$ cat config.mk
export PLATFORM = sky130hd
export DESIGN_NAME = branch_resolve_predict
export DESIGN_NICKNAME = d
export VERILOG_FILES = /design/src/rtl/branch_resolve_predict.sv
export SDC_FILE = /design/constraint.sdc
export NUM_CORES = 1
export LEC_CHECK = 0
export CORE_ASPECT_RATIO = 1.2
export CORE_MARGIN = 4
export CORE_UTILIZATION = 50
export CTS_CLUSTER_DIAMETER = 30
export DETAILED_ROUTE_END_ITERATION = 8
export PLACE_DENSITY = 0.93
export SYNTH_ARGS = -nofsm -noshare
export SYNTH_HDL_FRONTEND = slang
export SYNTH_SLANG_ARGS = --single-unit
$ cat constraint.sdc
create_clock -name Clk -period 13.51 [get_ports Clk]
set_input_delay 2.702 -clock Clk [delete_from_list [all_inputs] [get_ports Clk]]
set_output_delay 2.702 -clock Clk [all_outputs]
set_load 0.02 [all_outputs]
$ cat src/rtl/branch_resolve_predict.sv
// ----------------------------------------------------------------------------
// branch_resolve_predict
//
// Resolves MIPS conditional branches (beq, bne, blez, bgtz, bltz, bgez) at the
// ID/EX boundary. It registers the outcome, flags a mispredict against the
// prediction carried down from IF, and supplies the redirect PC. It also trains
// a table of 2-bit saturating counters that IF reads for next-PC prediction,
// and keeps saturating counts of resolved branches and of mispredicts.
//
// Ports
//   Clk, Rst          rising-edge clock, asynchronous active-high reset
//   PredPC            IF-stage PC used for the table lookup
//   PredTaken         combinational prediction (MSB of the indexed counter)
//   ResValid, Flush   resolution request; Flush kills it in the same cycle
//   ResPC             PC of the branch being resolved (selects the counter)
//   OpCode, Rt        instruction[31:26], instruction[20:16]
//   ReadData1/2       rs / rt operands
//   PredictedTaken    prediction made in IF for this branch
//   TakenTarget       branch target
//   FallThrough       not-taken continuation PC
//   OutValid          registered: result fields valid this cycle
//   IsBranch          registered: request decoded as a conditional branch
//   Taken             registered branch outcome
//   Mispredict        registered: outcome differs from PredictedTaken
//   RedirectPC        registered correct PC on a mispredict, else 0
//   BranchCount       saturating count of resolved branches
//   MispredictCount   saturating count of mispredicts
// ----------------------------------------------------------------------------
module branch_resolve_predict #(
   parameter int         DATA_WIDTH = 32,
   parameter int         PC_WIDTH   = 32,
   parameter int         BHT_DEPTH  = 64,
   parameter logic [1:0] CTR_INIT   = 2'b01
) (
   input  logic                  Clk,
   input  logic                  Rst,
   input  logic [PC_WIDTH-1:0]   PredPC,
   output logic                  PredTaken,
   input  logic                  ResValid,
   input  logic                  Flush,
   input  logic [PC_WIDTH-1:0]   ResPC,
   input  logic [5:0]            OpCode,
   input  logic [4:0]            Rt,
   input  logic [DATA_WIDTH-1:0] ReadData1,
   input  logic [DATA_WIDTH-1:0] ReadData2,
   input  logic                  PredictedTaken,
   input  logic [PC_WIDTH-1:0]   TakenTarget,
   input  logic [PC_WIDTH-1:0]   FallThrough,
   output logic                  OutValid,
   output logic                  IsBranch,
   output logic                  Taken,
   output logic                  Mispredict,
   output logic [PC_WIDTH-1:0]   RedirectPC,
   output logic [31:0]           BranchCount,
   output logic [31:0]           MispredictCount
);

   localparam int          IDX     = $clog2(BHT_DEPTH);
   localparam logic [31:0] CNT_MAX = '1;

   localparam logic [5:0] OP_REGIMM = 6'b000001;
   localparam logic [5:0] OP_BEQ    = 6'b000100;
   localparam logic [5:0] OP_BNE    = 6'b000101;
   localparam logic [5:0] OP_BLEZ   = 6'b000110;
   localparam logic [5:0] OP_BGTZ   = 6'b000111;

   logic [1:0]          r_bht [BHT_DEPTH];
   logic                r_out_valid;
   logic                r_is_branch;
   logic                r_taken;
   logic                r_mispredict;
   logic [PC_WIDTH-1:0] r_redirect_pc;
   logic [31:0]         r_branch_count;
   logic [31:0]         r_mispredict_count;

   logic [IDX-1:0]      w_pred_idx;
   logic [IDX-1:0]      w_res_idx;
   logic                w_rs_neg;
   logic                w_rs_zero;
   logic                w_is_branch;
   logic                w_cond;
   logic                w_branch;
   logic                w_mispredict;
   logic [1:0]          w_ctr_cur;
   logic [1:0]          w_ctr_next;
   logic                w_unused_pc_bits;

   // Word-aligned PCs: bits [1:0] never select an entry, high bits alias.
   assign w_pred_idx = PredPC[IDX+1:2];
   assign w_res_idx  = ResPC[IDX+1:2];
   assign w_unused_pc_bits = ^{PredPC[1:0], PredPC[PC_WIDTH-1:IDX+2],
                               ResPC[1:0],  ResPC[PC_WIDTH-1:IDX+2]};

   // Plain array read with no bypass: a same-cycle update is seen next cycle.
   assign PredTaken = r_bht[w_pred_idx][1];

   // Signed compares against zero reduce to the sign bit and a zero test.
   assign w_rs_neg  = ReadData1[DATA_WIDTH-1];
   assign w_rs_zero = (ReadData1 == '0);

   // NOTE: every always_comb output gets a default first so no path leaves it
   // unassigned, which would otherwise infer a latch.
   always_comb begin
      w_is_branch = 1'b0;
      w_cond      = 1'b0;
      case (OpCode)
         OP_BEQ:  begin w_is_branch = 1'b1; w_cond = (ReadData1 == ReadData2); end
         OP_BNE:  begin w_is_branch = 1'b1; w_cond = (ReadData1 != ReadData2); end
         OP_BLEZ: begin w_is_branch = 1'b1; w_cond = w_rs_neg | w_rs_zero;     end
         OP_BGTZ: begin w_is_branch = 1'b1; w_cond = ~w_rs_neg & ~w_rs_zero;   end
         OP_REGIMM: begin
            if (Rt == 5'b00000) begin
               w_is_branch = 1'b1;
               w_cond      = w_rs_neg;
            end else if (Rt == 5'b00001) begin
               w_is_branch = 1'b1;
               w_cond      = ~w_rs_neg;
            end
         end
         default: ;
      endcase
   end

   assign w_branch     = ResValid & ~Flush & w_is_branch;
   assign w_mispredict = w_branch & (w_cond != PredictedTaken);

   // 2-bit saturating counter step for the entry being resolved.
   assign w_ctr_cur = r_bht[w_res_idx];
   always_comb begin
      w_ctr_next = w_ctr_cur;
      if (w_cond && w_ctr_cur != 2'b11)
         w_ctr_next = w_ctr_cur + 2'd1;
      else if (!w_cond && w_ctr_cur != 2'b00)
         w_ctr_next = w_ctr_cur - 2'd1;
   end

   // NOTE: sequential state uses non-blocking assignments so every register
   // samples the pre-edge values regardless of statement order.
   always_ff @(posedge Clk or posedge Rst) begin
      if (Rst) begin
         r_out_valid        <= 1'b0;
         r_is_branch        <= 1'b0;
         r_taken            <= 1'b0;
         r_mispredict       <= 1'b0;
         r_redirect_pc      <= '0;
         r_branch_count     <= '0;
         r_mispredict_count <= '0;
         // NOTE: the table is reset entry by entry because IF relies on a
         // known prediction from the first cycle; this keeps it in flops
         // rather than a RAM macro.
         for (int i = 0; i < BHT_DEPTH; i++)
            r_bht[i] <= CTR_INIT;
      end else begin
         r_out_valid   <= ResValid & ~Flush;
         r_is_branch   <= w_branch;
         r_taken       <= w_branch & w_cond;
         r_mispredict  <= w_mispredict;
         r_redirect_pc <= w_mispredict ? (w_cond ? TakenTarget : FallThrough) : '0;
         if (w_branch) begin
            r_bht[w_res_idx] <= w_ctr_next;
            if (r_branch_count != CNT_MAX)
               r_branch_count <= r_branch_count + 32'd1;
         end
         if (w_mispredict && r_mispredict_count != CNT_MAX)
            r_mispredict_count <= r_mispredict_count + 32'd1;
      end
   end

   assign OutValid        = r_out_valid;
   assign IsBranch        = r_is_branch;
   assign Taken           = r_taken;
   assign Mispredict      = r_mispredict;
   assign RedirectPC      = r_redirect_pc;
   assign BranchCount     = r_branch_count;
   assign MispredictCount = r_mispredict_count;

endmodule
=== Word-level counts from Yosys, hierarchy flattened ===
Cells that the tools add are included.

* Output and inout port bits: 101
* Bits in registers: 228
* Word-level logic and storage cells: 130
* Input port bits: 208

* Bitwise logic cells: 11
* Eq/ne operators: 12
* Magnitude comparators: 3
* Add/subtract/negate cells: 4
* Reduce and logical (&&, ||, !) cells: 10
* Muxes and demuxes: 19

{| class="wikitable"
|+ Operator list
! cell !! number
|-
| 128-bit bitwise mux || 1
|-
| 32-bit by 1-bit adder with 32-bit output (second input constant) || 2
|-
| 32-bit two-way mux || 2
|-
| 32-bit != test (second input constant) || 2
|-
| 32-bit equality test || 1
|-
| 32-bit zero test || 1
|-
| 32-bit != test || 1
|-
| 2-bit binary-select mux with 6-bit select || 2
|-
| 6-bit by 3-bit equality test with 1-bit output (second input constant) || 4
|-
| 7-bit greater-or-equal comparator (second input constant) || 2
|-
| 2-bit two-way mux || 7
|-
| 6-bit NOT with 7-bit output || 2
|-
| 2-bit demux with 6-bit select || 1
|-
| 7-bit by 1-bit less-than comparator with 1-bit output (second input constant) || 1
|-
| 6-bit by 1-bit equality test with 1-bit output (second input constant) || 1
|-
| 1-bit AND || 5
|-
| 5-bit by 1-bit equality test with 1-bit output (second input constant) || 1
|-
| 5-bit zero test || 1
|-
| 1-bit one-hot mux with 5 select lines || 1
|-
| 1-bit logical AND || 4
|-
| 1-bit two-way mux || 4
|-
| 4-bit OR reduction || 1
|-
| 1-bit NOT || 3
|-
| 2-bit by 1-bit adder with 2-bit output (second input constant) || 1
|-
| other kinds (8) || 8
|}

=== Depth between registers and ports, before layout ===
Gate-level depths: netlist of the first run.

* Word-level depth: 9
* Gate-level depth with buffers: 18
* Gate-level depth less buffers: 13

=== Worst setup path after synthesis of the first run ===
OpenSTA, ideal clock, no wires.

* Path kind: in2out
* Start point: input port PredPC[2]
* End point: output port PredTaken
* Path buffers: 2
* Stages on the path: 5
* Setup slack: 5.625 ns
* Arrival: 5.183 ns
* Data required time: 10.808 ns
* Path through: clkbuf_1 > buf_1 > mux4_2 > mux4_2 > mux4_2

* Word-level cells in the longest chain between the ends: 4

{| class="wikitable"
|+ Ends and longest elaborated chain
! element !! RTL line !! RTL
|-
| start: declaration || 37 || <nowiki>input logic [PC_WIDTH-1:0] PredPC,</nowiki>
|-
| 6-bit NOT with 7-bit output (implied by the code) || 95 || <nowiki>assign PredTaken = r_bht[w_pred_idx][1];</nowiki>
|-
| 2-bit binary-select mux with 6-bit select || 95 ||
|-
| 2-bit two-way mux (implied by the code) (2 in series) || 95 ||
|-
| end: declaration || 38 || <nowiki>output logic PredTaken,</nowiki>
|}

No other way between the ends. The select of a mux whose other input is x is not followed.

=== Final worst setup path of the first run ===
* Start point: input port PredPC[3]
* End point: output port PredTaken

Same word-level chain as after synthesis.

==> results of run 1 <==
[worst min-delay path, cell delays in order, from the launching register on]
cell and delay [ps]:
dfstp_2 360, nand2_1 40, o21ai_1 50
[logic make-up (layout without fill, tap and decap cells)]
group | count (synthesis) | after routing
xor gates and xnor gates | 100 | 100
buffers and inverters | 94 | 370
muxes | 120 | 120
other | 0 | 3
AOI/OAI and AO/OA | 238 | 238
and+or+nand+nor | 471 | 471
DFF | 228 | 228
adders and majority gates | 4 | 4
[through the flow]
stage,power (W),util (%),instance area [um^2]
finish,0.00220,68.5,16900
global route,0.00225,68.5,16900
global placement,0.000930,61.5,15200
detailed placement,0.000935,61.5,15200
CTS,0.00220,68.5,16900
floorplan,0.000837,-,12500
[layer usage]
layer,wire length (um),global-route usage (%),up-vias,part of all wire [%]
met2,21300,51.8,910,48
met1,14200,34.1,5613,32
li1,-,-,4998,-
met5,13,0,-,0.029
met4,3890,22.5,2,8.7
met3,5340,10.5,271,12
[state kept, by name, summed over array words and instances, names as in the netlist]
register	count
IsBranch	1
OutValid	1
BranchCount	32
MispredictCount	32
r_bht	128
RedirectPC	32
Taken	1
Mispredict	1
[how the worst max path moves through the flow]
stage                     startpoint                    endpoint  slack (ps)  depth (start not counted)
final                      PredPC[3]                   PredTaken        5030                          5
after floorplan                  Rst  BranchCount[0]$_DFFE_PP0P_        4670                          1
after detailed placement   PredPC[3]                   PredTaken        5120                          5
after global placement     PredPC[3]                   PredTaken        5120                          5
after global routing       PredPC[3]                   PredTaken        5040                          5
after CTS                  PredPC[3]                   PredTaken        5100                          5
[cells in the mapped netlist (26+ instances only)]
| cell type | instances | share of area [%] |
|---|---|---|
| dfrtp_1 | 164 | 33 |
| nand2_1 | 148 | 4.5 |
| nor2_1 | 117 | 3.5 |
| mux2i_1 | 81 | 6.5 |
| xnor2_1 | 76 | 5.3 |
| a21oi_1 | 73 | 2.9 |
| dfstp_2 | 64 | 13 |
| a31oi_1 | 63 | 3.2 |
| clkbuf_1 | 49 | 1.5 |
| o21ai_0 | 42 | 1.7 |
| nand3_1 | 41 | 1.6 |
| nor3b_1 | 38 | 2.3 |
| mux4_2 | 26 | 4.7 |
[where the power goes]
part / internal [W] / switching, W / total (W)
registers: 0.000696 / 0.00000984 / 0.000706
logic: 0.0000892 / 0.000138 / 0.000227
clock network: 0.000867 / 0.000397 / 0.00126
[layout make-up]
type | count | area (um^2) | share of cell area, %
clock inverter | 30 | 489 | 2.89
timing repair buffer | 273 | 2680 | 15.8
clock buffer | 56 | 1240 | 7.34
inverter | 11 | 48.8 | 0.289
multi-input combinational | 933 | 6250 | 37.0
antenna | 3 | 7.51 | 0.0444
tap | 325 | 407 | 2.41
sequential | 228 | 5790 | 34.2
==> flow_metrics.env, run 1 <==
export IMPL_die_w_um=152
export IMPL_reg2reg_from="r_bht[24]$_DFFE_PP1P_"
export IMPL_numCtsBuffers=47
export IMPL_wirelength_um=44700
export IMPL_tns_ps=0
export IMPL_ios=309
export IMPL_grt_overflow_total=0
export IMPL_routed_via_density=6.34
export IMPL_whs_ps=458
export IMPL_ctsRootBufferMaster="clkbuf_16"
export IMPL_hold_class="reg -> reg"
export IMPL_critPathRequiredTime_ps=10810
export IMPL_cp_top_family="buffers and inverters"
export IMPL_netlist_area_mm2=0.0125
export IMPL_ys_warn_count=0
export IMPL_drc=0
export IMPL_std_cell_rows=63
export IMPL_postRouteAntennaNets=0
export IMPL_pre_cts_ws_ps=5120
export IMPL_grtUsageTotal_pct=31.5
export IMPL_min_period_ps=8480
export IMPL_wire_per_inst_um=24.0
export IMPL_hold_viol_final=0
export IMPL_route_vias_total=11800
export IMPL_ir_drop_v=0.000134
export IMPL_synth_edf_count=0
export IMPL_cts_tree="built"
export IMPL_synthAdderAreaFrac_pct=0.401
export IMPL_die_area_mm2=0.0276
export IMPL_fillers=1668
export IMPL_ys_types=58
export IMPL_whs_endpoint="r_bht[72]$_DFFE_PP1P_"
export IMPL_mostFrequentLayoutCells="253 x clkdlybuf4s50_1, 164 x dfrtp_1, 148 x nand2_1"
export IMPL_synth_ff_type="dfrtp_1"
export IMPL_grt_pass1_vias=12100
export IMPL_grt_pass1_wl_um=68600
export IMPL_dpl_cell_count=1770
export IMPL_status="complete, no violations"
export IMPL_cap_violations=0
export IMPL_ys_ff_latch=228
export IMPL_criticalPathCategory="in -> out"
export IMPL_setup_viol=0
export IMPL_cp_slowest_cell="clkdlybuf4s50_1"
export IMPL_dr_pass1_iters=5
export IMPL_rsz0062_at_grt="false"
export IMPL_cp_end_kind="output pin"
export IMPL_numPortBuffers=256
export IMPL_grt_max_degree=98
export IMPL_cpPeakStageDelay_ps=1080
export IMPL_cp_arrival_ps=5780
export IMPL_worstSetupStartpointType="input pin"
export IMPL_start_util_pct=50.6
export IMPL_cpMostUsedCell="mux4_2"
export IMPL_critPathBufInv=2
export IMPL_post_cts_setup_buffers=0
export IMPL_synth_compound_area_share_pct=11.5
export IMPL_ctsHoldBuffers=0
export IMPL_clock_sink_count=228
export IMPL_gp_congestion=0.938
export IMPL_rr_endpoint="r_bht[67]$_DFFE_PP0P_"
export IMPL_fin_worst_skew_ps=45.1
export IMPL_ff2ff_path_depth=12
export IMPL_pwr_density_cell_mw_per_mm2=130
export IMPL_dp_hpwl_um=29200
export IMPL_fmax_mhz=118
export IMPL_r2r_slack_ps=9550
export IMPL_syn_to_final_growth_pct=35.5
export IMPL_instances_no_fill=1859
export IMPL_critical_path_cell_chain="clkdlybuf4s50_1, mux4_2, mux4_2, mux4_2, clkdlybuf4s50_1"
export IMPL_ys_async_sr_fraction_pct=100
export IMPL_synth_xor_xnor_area_share_pct=7.08
export IMPL_synth_top_family_by_area="simple AND/OR/NAND/NOR gates"
export IMPL_synth_simple_area_share_pct=18.4
export IMPL_cts_resized=0
export IMPL_post_route_period_util_pct=62.7
export IMPL_p_leak_nw=6.84
export IMPL_clk_path_buf_depth=3
export IMPL_worstSkewPairLatency_ps=560
export IMPL_core_area_mm2=0.0247
export IMPL_min_from="r_bht[72]$_DFFE_PP1P_"
export IMPL_syn_instance_count=1255
export IMPL_layout_commonest_cell="clkdlybuf4s50_1"
export IMPL_hold_depth=2
export IMPL_path_clk_slew_ps=50
export IMPL_worstMarginPinSlew_ps=1190
export IMPL_max_slew_margin_pct=20.4
export IMPL_syn_area_per_cell_um2=9.94
export IMPL_nNetsFinal=1706
export IMPL_syn_nets=1467
export IMPL_synthMuxAreaShare_pct=12.4
export IMPL_worst_slack_ps=5030
export IMPL_slew_violations=0
export IMPL_synth_seq_area_share_pct=46.4
export IMPL_worstPathMaxFanout=16
export IMPL_drtIter0Drc=1272
export IMPL_ctsHtreeMaxLevel=2
export IMPL_die_y_um=181
export IMPL_antenna_found_initial=3
export IMPL_drive_above_1_share_pct=14.0
No activity file was read; power rests on OpenSTA's default activity.
==> run 2: changes to the inputs <==
==> constraint.sdc (replaced) <==
create_clock -name Clk -period 8.1 [get_ports Clk]
set_input_delay 1.62 -clock Clk [delete_from_list [all_inputs] [get_ports Clk]]
set_output_delay 1.62 -clock Clk [all_outputs]
set_load 0.02 [all_outputs]
==> run 2 against run 1 <==
Clock skew down 16 ps. Sequential power up 67%. Global-route usage shrank 0.86 points. Cell count is 0.16% higher. Power increased by 60%. Register-to-register slack got worse by 5500 ps.
==> flow_metrics.env, run 2 (synthesized netlist as in run 1, its figures left out) <==
export IMPL_cp_slowest_cell="clkdlybuf4s50_1"
export IMPL_grt_overflow_total=0
export IMPL_worstSetupStartpointType="input pin"
export IMPL_dpl_cell_count=1778
export IMPL_cts_tree="built"
export IMPL_post_route_period_util_pct=77.8
export IMPL_multiInputGateArea_mm2=0.00625
export IMPL_gp_congestion=0.919
export IMPL_ir_drop_v=0.000212
export IMPL_clock_sink_count=228
export IMPL_route_vias_total=11700
export IMPL_tns_ps=0
export IMPL_critical_path_cell_chain="clkdlybuf4s50_1, mux4_2, mux4_2, mux4_2, clkdlybuf4s50_1"
export IMPL_cap_violations=0
export IMPL_path_clk_slew_ps=50
export IMPL_wirelength_um=43500
export IMPL_std_cell_rows=63
export IMPL_antenna_found_initial=6
export IMPL_fmax_mhz=159
export IMPL_cts_resized=0
export IMPL_ctsHtreeMaxLevel=2
export IMPL_postRouteAntennaNets=0
export IMPL_worstPathMaxFanout=16
export IMPL_r2r_slack_ps=4100
export IMPL_syn_to_final_growth_pct=34.7
export IMPL_setup_viol=0
export IMPL_criticalPathCategory="in -> out"
export IMPL_min_period_ps=6310
export IMPL_drtIter0Drc=1334
export IMPL_fillers=1671
export IMPL_hold_viol_final=0
export IMPL_die_w_um=152
export IMPL_numPortBuffers=256
export IMPL_ctsRootBufferMaster="clkbuf_16"
export IMPL_die_y_um=181
export IMPL_grt_pass1_wl_um=67000
export IMPL_grt_pass1_vias=12000
export IMPL_largest_register="r_bht"
export IMPL_instances_no_fill=1862
export IMPL_ios=309
export IMPL_status="complete, no violations"
export IMPL_clk_path_buf_depth=3
export IMPL_grt_max_degree=131
export IMPL_drc=0
export IMPL_ctsHoldBuffers=0
export IMPL_cpPeakStageDelay_ps=1080
export IMPL_dr_pass1_iters=7
export IMPL_whs_ps=461
export IMPL_cp_arrival_ps=4690
export IMPL_rsz0062_at_grt="false"
export IMPL_largest_reg_flops=128
export IMPL_cp_end_kind="output pin"
export IMPL_max_slew_margin_pct=8.46
export IMPL_wire_per_inst_um=23.4
export IMPL_critPathBufInv=2
export IMPL_dp_hpwl_um=29900
export IMPL_die_area_mm2=0.0276
export IMPL_drive_above_1_share_pct=14.0
export IMPL_core_area_mm2=0.0247
export IMPL_mostFrequentLayoutCells="253 x clkdlybuf4s50_1, 164 x dfrtp_1, 148 x nand2_1"
export IMPL_start_util_pct=50.6
export IMPL_post_cts_setup_buffers=0
export IMPL_routed_via_density=6.31
export IMPL_grtUsageTotal_pct=30.6
export IMPL_critPathRequiredTime_ps=6480
export IMPL_pwr_density_cell_mw_per_mm2=209
export IMPL_numCtsBuffers=43
export IMPL_slew_violations=0
export IMPL_hold_class="reg -> reg"
export IMPL_cp_top_family="buffers and inverters"
export IMPL_worstMarginPinSlew_ps=1360
export IMPL_regArea_mm2=0.00579
export IMPL_fin_worst_skew_ps=29.0
export IMPL_nNetsFinal=1710
export IMPL_layout_commonest_cell="clkdlybuf4s50_1"
export IMPL_p_leak_nw=6.83
export IMPL_worstSkewPairLatency_ps=540
export IMPL_cpMostUsedCell="mux4_2"
## run 2: cell count changes in the layout (fill, tap and decap cells not counted), sizes merged
cell,change
buf,+8
inv,+6
clkinvlp,-5
clkbuf,-3
clkinv,-3
bufinv,-2
diode,+2
## run 2: area by class of cell
class | count | area share, %
Clock inverter | 26 | 2.46
Sequential cell | 228 | 34.4
Antenna cell | 5 | 0.0744
Multi-Input combinational cell | 933 | 37.2
Inverter | 11 | 0.290
Timing Repair Buffer | 281 | 16.3
Clock buffer | 53 | 6.92
Tap cell | 325 | 2.42
## run 2: tightest hold or removal path: cells and delay by family, from the launching register on
kind	cells	cell delay, ps
flops	1	360
compound gates	1	50
simple gates	1	40
## run 2: metrics by stage
step / setup slack, ps / power, W / area [um^2] / util [%]
2_1_floorplan: 338 / 0.00140 / 12500 / -
3_3_place_gp: 1850 / 0.00155 / 15200 / 61.7
3_5_place_dp: 1830 / 0.00156 / 15200 / 61.7
4_1_cts: 1830 / 0.00351 / 16800 / 68.1
5_1_grt: 1790 / 0.00360 / 16800 / 68.1
6_report: 1790 / 0.00352 / 16800 / 68.1
## run 2: metal layers
layer | part of all wire (%) | global-route usage (%) | vias up
li1 | - | - | 5031
met1 | 33 | 34.3 | 5567
met2 | 48 | 51.7 | 927
met3 | 12 | 8.53 | 223
met4 | 7.3 | 19.2 | 0
met5 | 0 | 0 | -
## run 2: report_power, final
group	total, W	switching (W)	internal, W	leakage (nW)
clock	0.00196	0.000640	0.00132	0.761
sequential	0.00118	0.0000149	0.00116	2.92
combinational	0.000381	0.000230	0.000151	3.14
total	0.00352	0.000884	0.00263	6.83
## run 2: path summary, 6_finish.rpt
check,cells past startpoint,start,end
worst max-delay path,5,PredPC[3],PredTaken
worst min-delay path,2,r_bht[6]$_DFFE_PP1P_,r_bht[6]$_DFFE_PP1P_
worst max register to register,13,r_bht[4]$_DFFE_PP1P_,r_bht[85]$_DFFE_PP0P_
worst min register to register,2,r_bht[6]$_DFFE_PP1P_,r_bht[6]$_DFFE_PP1P_
max in group asynchronous,3,Rst,r_bht[57]$_DFFE_PP0P_
min in group asynchronous,2,Rst,RedirectPC[27]$_DFF_PP0_
